<file path="src/rtl/sprite_pkg.sv">
// Shared constants, coordinate type and update-FSM states for the sprite mover.
package sprite_pkg;

  localparam int H_ACTIVE    = 640;
  localparam int V_ACTIVE    = 480;
  localparam int SPRITE_SIZE = 64;
  localparam int X_MAX       = H_ACTIVE - SPRITE_SIZE;
  localparam int Y_MAX       = V_ACTIVE - SPRITE_SIZE;

  typedef logic [9:0] coord_t;

  typedef enum logic [1:0] {
    ARMED  = 2'd0,
    UPDATE = 2'd1,
    DONE   = 2'd2
  } upd_state_t;

endpackage

</file>
<file path="src/rtl/sprite_mover_debounce.sv">
// Two-flop synchronizer followed by a stability counter; the clean level only
// follows the synced input after it has differed for DEB_CYCLES straight clocks.
module btn_debounce #(
  parameter int DEB_CYCLES = 500000
) (
  input  logic clk,
  input  logic rst_n,
  input  logic raw,
  output logic level
);

  localparam int CW = $clog2(DEB_CYCLES + 1);

  logic [1:0]    sync;
  logic [CW-1:0] cnt;

  always_ff @(posedge clk or negedge rst_n) begin
    if (!rst_n) begin
      sync <= '0;
    end else begin
      sync <= {sync[0], raw};
    end
  end

  // Any cycle where the synced level agrees with the output restarts the count.
  always_ff @(posedge clk or negedge rst_n) begin
    if (!rst_n) begin
      cnt   <= '0;
      level <= 1'b0;
    end else if (sync[1] != level) begin
      if (cnt == CW'(DEB_CYCLES - 1)) begin
        level <= sync[1];
        cnt   <= '0;
      end else begin
        cnt <= cnt + CW'(1);
      end
    end else begin
      cnt <= '0;
    end
  end

endmodule

</file>
<file path="src/rtl/sprite_mover.sv">
// Button-driven sprite position, updated once per frame at the start of vblank.
// Define SPRITE_MOVER_WRAP_EN to wrap at the screen edges instead of clamping.
module sprite_mover
  import sprite_pkg::*;
#(
  parameter int DEB_CYCLES = 500000,
  parameter int STEP       = 4,
  parameter int INIT_X     = 288,
  parameter int INIT_Y     = 208
) (
  input  logic       clk,
  input  logic       rst_n,
  input  logic       btn_up,
  input  logic       btn_down,
  input  logic       btn_left,
  input  logic       btn_right,
  input  logic       btn_en,
  input  logic [9:0] pixelx,
  input  logic [9:0] pixely,
  output logic [9:0] posx,
  output logic [9:0] posy,
  output logic       enable,
  output logic       frame_tick
);

  localparam logic [10:0] STEP11 = 11'(STEP);
  localparam logic [10:0] XMAX11 = 11'(X_MAX);
  localparam logic [10:0] YMAX11 = 11'(Y_MAX);
  localparam coord_t      VBLANK_ROW = coord_t'(V_ACTIVE);

  logic db_up, db_down, db_left, db_right, db_en;
  logic db_en_q;

  upd_state_t state, state_next;

  logic [10:0] nx, ny;

  btn_debounce #(.DEB_CYCLES(DEB_CYCLES)) u_deb_up (
    .clk(clk), .rst_n(rst_n), .raw(btn_up), .level(db_up)
  );
  btn_debounce #(.DEB_CYCLES(DEB_CYCLES)) u_deb_down (
    .clk(clk), .rst_n(rst_n), .raw(btn_down), .level(db_down)
  );
  btn_debounce #(.DEB_CYCLES(DEB_CYCLES)) u_deb_left (
    .clk(clk), .rst_n(rst_n), .raw(btn_left), .level(db_left)
  );
  btn_debounce #(.DEB_CYCLES(DEB_CYCLES)) u_deb_right (
    .clk(clk), .rst_n(rst_n), .raw(btn_right), .level(db_right)
  );
  btn_debounce #(.DEB_CYCLES(DEB_CYCLES)) u_deb_en (
    .clk(clk), .rst_n(rst_n), .raw(btn_en), .level(db_en)
  );

  function automatic logic [10:0] step_down(input logic [10:0] cur, input logic [10:0] maxv);
    logic [10:0] r;
`ifdef SPRITE_MOVER_WRAP_EN
    r = cur + maxv + 11'd1 - STEP11;
    if (r > maxv) r = r - (maxv + 11'd1);
`else
    r = (cur < STEP11) ? 11'd0 : cur - STEP11;
`endif
    return r;
  endfunction

  function automatic logic [10:0] step_up(input logic [10:0] cur, input logic [10:0] maxv);
    logic [10:0] r;
    r = cur + STEP11;
`ifdef SPRITE_MOVER_WRAP_EN
    if (r > maxv) r = r - (maxv + 11'd1);
`else
    if (r > maxv) r = maxv;
`endif
    return r;
  endfunction

  // Opposing buttons on one axis cancel; the other axis still moves.
  always_comb begin
    nx = {1'b0, posx};
    ny = {1'b0, posy};
    if (db_left && !db_right) begin
      nx = step_down({1'b0, posx}, XMAX11);
    end else if (db_right && !db_left) begin
      nx = step_up({1'b0, posx}, XMAX11);
    end
    if (db_up && !db_down) begin
      ny = step_down({1'b0, posy}, YMAX11);
    end else if (db_down && !db_up) begin
      ny = step_up({1'b0, posy}, YMAX11);
    end
  end

  always_ff @(posedge clk or negedge rst_n) begin
    if (!rst_n) begin
      state <= ARMED;
    end else begin
      state <= state_next;
    end
  end

  // DONE waits for the row counter to leave vblank so a slow pixel clock
  // holding row 480 / column 0 for several clk cycles cannot retrigger.
  always_comb begin
    state_next = state;
    frame_tick = 1'b0;
    case (state)
      ARMED: begin
        if (pixely == VBLANK_ROW && pixelx == 10'd0) begin
          state_next = UPDATE;
        end
      end
      UPDATE: begin
        frame_tick = 1'b1;
        state_next = DONE;
      end
      DONE: begin
        if (pixely < VBLANK_ROW) begin
          state_next = ARMED;
        end
      end
      default: begin
        state_next = ARMED;
      end
    endcase
  end

  always_ff @(posedge clk or negedge rst_n) begin
    if (!rst_n) begin
      posx <= coord_t'(INIT_X);
      posy <= coord_t'(INIT_Y);
    end else if (state == UPDATE) begin
      posx <= nx[9:0];
      posy <= ny[9:0];
    end
  end

  // Enable flips on each accepted press, independent of the frame timing.
  always_ff @(posedge clk or negedge rst_n) begin
    if (!rst_n) begin
      db_en_q <= 1'b0;
      enable  <= 1'b1;
    end else begin
      db_en_q <= db_en;
      if (db_en && !db_en_q) begin
        enable <= ~enable;
      end
    end
  end

endmodule

</file>
<file path="config.mk">
export PLATFORM = sky130hd
export DESIGN_NAME = sprite_mover
export DESIGN_NICKNAME = d
export VERILOG_FILES = /design/src/rtl/sprite_pkg.sv /design/src/rtl/sprite_mover_debounce.sv /design/src/rtl/sprite_mover.sv
export SDC_FILE = /design/constraint.sdc
export NUM_CORES = 1
export LEC_CHECK = 0
export CORE_MARGIN = 2
export CORE_UTILIZATION = 45
export DETAILED_ROUTE_END_ITERATION = 8
export PLACE_DENSITY = 0.6
export SYNTH_ARGS = -nofsm -noshare
export SYNTH_HDL_FRONTEND = slang
export SYNTH_SLANG_ARGS = --single-unit
</file>
<file path="constraint.sdc">
create_clock -name clk -period 2.72 [get_ports clk]
set_clock_uncertainty 0.05 [all_clocks]
set_input_delay 0.544 -clock clk [delete_from_list [all_inputs] [get_ports clk]]
set_output_delay 0.544 -clock clk [all_outputs]
set_load 0.1 [all_outputs]
</file>
==> flow_summary.toml <==
[detailed_routing]
wirelength_mm = 13.0
first_iter_violations = 273
final_antenna_net_count = 0
via_per_inst = 5.34
drcViolationCount = 0
vias = 5092
avgRoutedWirePerCell_um = 13.6
drt-pass1-iter-count = 4

[logic_synthesis]
synth.avg_cell_area_sq_um = 9.43
synth_cells = 716
synth_edf_count = 0
ys_seq_area_share_pct = 48.3
yosys_warnings = 0
synth_top_area_share_pct = 46.0
yosysTopAreaCell = "dfrtp_1"
ys.flop_type = "dfrtp_1"
synthTopCellsByArea = "dfrtp_1 (46%), nor2_1 (7.6%), xor2_1 (6.9%), xnor2_1 (5.2%), nand2_1 (3.4%)"
async_flop_share_pct = 100
ys_types = 66
synth_area_sq_um = 6750
ys_seq_elements = 130

[floorplanning]
placeableCoreArea_sq_um = 14600
placementRows = 44
die_height_um = 127
die_area_sq_um = 16000
die_w_um = 127
ioPinCount = 49
start_util_pct = 46.3

[timing]
rsz0062_at_grt = "false"
hold_ws_ns = 0.0605
max_freq_mhz = 442
tightest_slew_ns = 0.619
drv_slew = 0
slew_headroom_pct = 58.5
fin_crit_ns = 2.26
finalSetupTns_ns = 0
period_share_pct = 83.2
setup_viol = 0
hold_viol_final = 0

[clock_network]
cts_resized = 0
ctsHoldBuffers = 0
clock_sinks = 130
htreeDepth = 4
clock_latency_ns = 0.41
clockBufferDepth = 2
tritoncts = "yes"
clkTransAtPathRegs_ns = 0.06
post-cts-setup-buffer-count = 0
cts_root_buffer = "clkbuf_16"
numCtsBuffers = 17

[critical_path]
reg2reg_slack_ns = 0.46
worst_setup_path_end_kind = "flip-flop"
critPathArrivalTime_ns = 2.55
reg2reg_depth = 7
cp-start-kind = "flip-flop"
crit_start = "posx[2]"
path_max_fanout = 8
crit_end = "posx[5]"
cp.required_ns = 3.01
path_class = "flip-flop to flip-flop"
r2r-end = "posx[5]"
r2r-start = "posx[2]"

[placement]
gp_congestion = 0.893
numPortBuffers = 44
hpwl_mm = 9.03
dpl.cell_count = 922

[run]
drv_cap = 0

[global_route]
grt_pass1_vias = 5073
overflow = 0
grt.total_usage_pct = 17.7
antenna_found_initial = 0
grt_pass1_wl_mm = 23.4
grt_max_degree = 85

[final_layout]
fin_cells = 954
seqCellArea_sq_um = 3260
synthToLayoutAreaGrowth_pct = 17.9
layout-drive-gt1-share_pct = 10.5
multi_input_comb_area_sq_um = 3270
fill_cells = 1294
antenna_cells = 0
fin_nets = 795

[min_path]
min_path_type = "input port to async pin"

[pwr]
total_power_w = 0.00466
power.density_nw_per_um2 = 586
p_leak_nw = 3.34
ir_drop_mv = 0.447

[status]
status = "finished clean"
## cell usage in the layout (no fill, tap or decap), types with 6 or more instances in the layout
master and instances:
dfrtp_1 122, nor3_1 17, xor2_1 53, o21ai_0 18
nor2_1 136, xnor2_1 40, nand2b_1 7, nor4_1 13
nor2b_1 8, inv_1 21, nand3_1 41, nand4_1 18
dfstp_2 6, ha_1 11, a21oi_1 10, and4_1 8
buf_4 23, clkdlybuf4s50_1 25, nand2_1 61, clkbuf_16 17
and3_1 14
## kinds of logic after synthesis
kind of cell	after synthesis	share of synthesized area, %
simple gates	353	25.5
flops	130	48.3
fa+ha+maj	11	2.04
xor+xnor	93	12.1
buf+inv	52	3.39
compound gates	67	7.21
mux	9	1.43
other cells	1	0.0555
## worst min path at each step
stage	start	end	slack, ns	depth (start not counted)
final	rst_n	u_deb_en.cnt[3]	0.06	2
after global placement	u_deb_down.sync[0]	u_deb_down.sync[1]	0.28	0
after global routing	rst_n	u_deb_up.cnt[18]	0.07	2
after CTS	rst_n	u_deb_en.cnt[1]	0.06	2
after detailed placement	u_deb_left.sync[0]	u_deb_left.sync[1]	0.29	0
after floorplan	rst_n	db_en_q	0.20	0
## cells in the mapped netlist (all sizes together) (5+ instances only)
master	number
a21oi	10
and3	14
and4	8
buf	12
clkbuf	19
dfrtp	124
dfstp	6
ha	11
inv	21
mux2	5
nand2	61
nand2b	7
nand3	42
nand4	18
nor2	137
nor2b	8
nor3	17
nor4	13
o21ai	20
or2	5
xnor2	40
xor2	53
## metal layers
metal | GRT usage [%] | vias up | part of all wire [%]
li1 | - | 2530 | -
met1 | 24.1 | 2455 | 48
met2 | 27.7 | 89 | 47
met3 | 4.85 | 18 | 3.7
met4 | 5.82 | 0 | 1.5
met5 | 0 | - | 0
## report_power, final
part | switching (W) | total [W] | internal, W
Sequential | 0.0000210 | 0.00198 | 0.00196
Clock | 0.000877 | 0.00251 | 0.00164
Combinational | 0.000106 | 0.000168 | 0.0000621
Total | 0.00100 | 0.00466 | 0.00366
## cell type report
cell class | count | share of cell area [%]
clock buffers | 17 | 5.34
clock inverters | 15 | 2.86
inverters | 21 | 0.990
multi-input cells | 537 | 41.1
flip-flops and latches | 130 | 41.0
well taps | 184 | 2.89
repair buffers | 50 | 5.81
## critical path, stage by stage (launching register included)
cell and delay, ns:
dfrtp_1 0.48, inv_1 0.13, ha_1 0.20, and2b_1 0.17, nand2_1 0.11, o31ai_2 0.54
o21ai_0 0.19, a211o_1 0.32
## stage by stage
| step | instance area, sq um | worst slack, ns | utilization (%) |
|---|---|---|---|
| 4_1_cts | 7960 | 0.464 | 54.6 |
| 3_5_place_dp | 7310 | 0.491 | 50.1 |
| 5_1_grt | 7960 | 0.240 | 54.6 |
| 6_report | 7960 | 0.456 | 54.6 |
| 3_3_place_gp | 7310 | 0.550 | 50.1 |
| 2_1_floorplan | 6770 | 0.0877 | - |
## sequential cells by signal, summed over array words and instances (netlist names)
signal	cells
posx	8
u_deb_down.sync	2
posy	8
u_deb_left.sync	2
u_deb_up.sync	2
u_deb_right.cnt	19
u_deb_en.cnt	19
state	2
u_deb_right.level	1
u_deb_up.cnt	19
u_deb_en.sync	2
u_deb_up.level	1
u_deb_left.level	1
u_deb_en.level	1
u_deb_down.cnt	19
db_en_q	1
u_deb_left.cnt	19
u_deb_right.sync	2
enable	1
u_deb_down.level	1
Note: power is estimated with default switching activity, not from simulation.
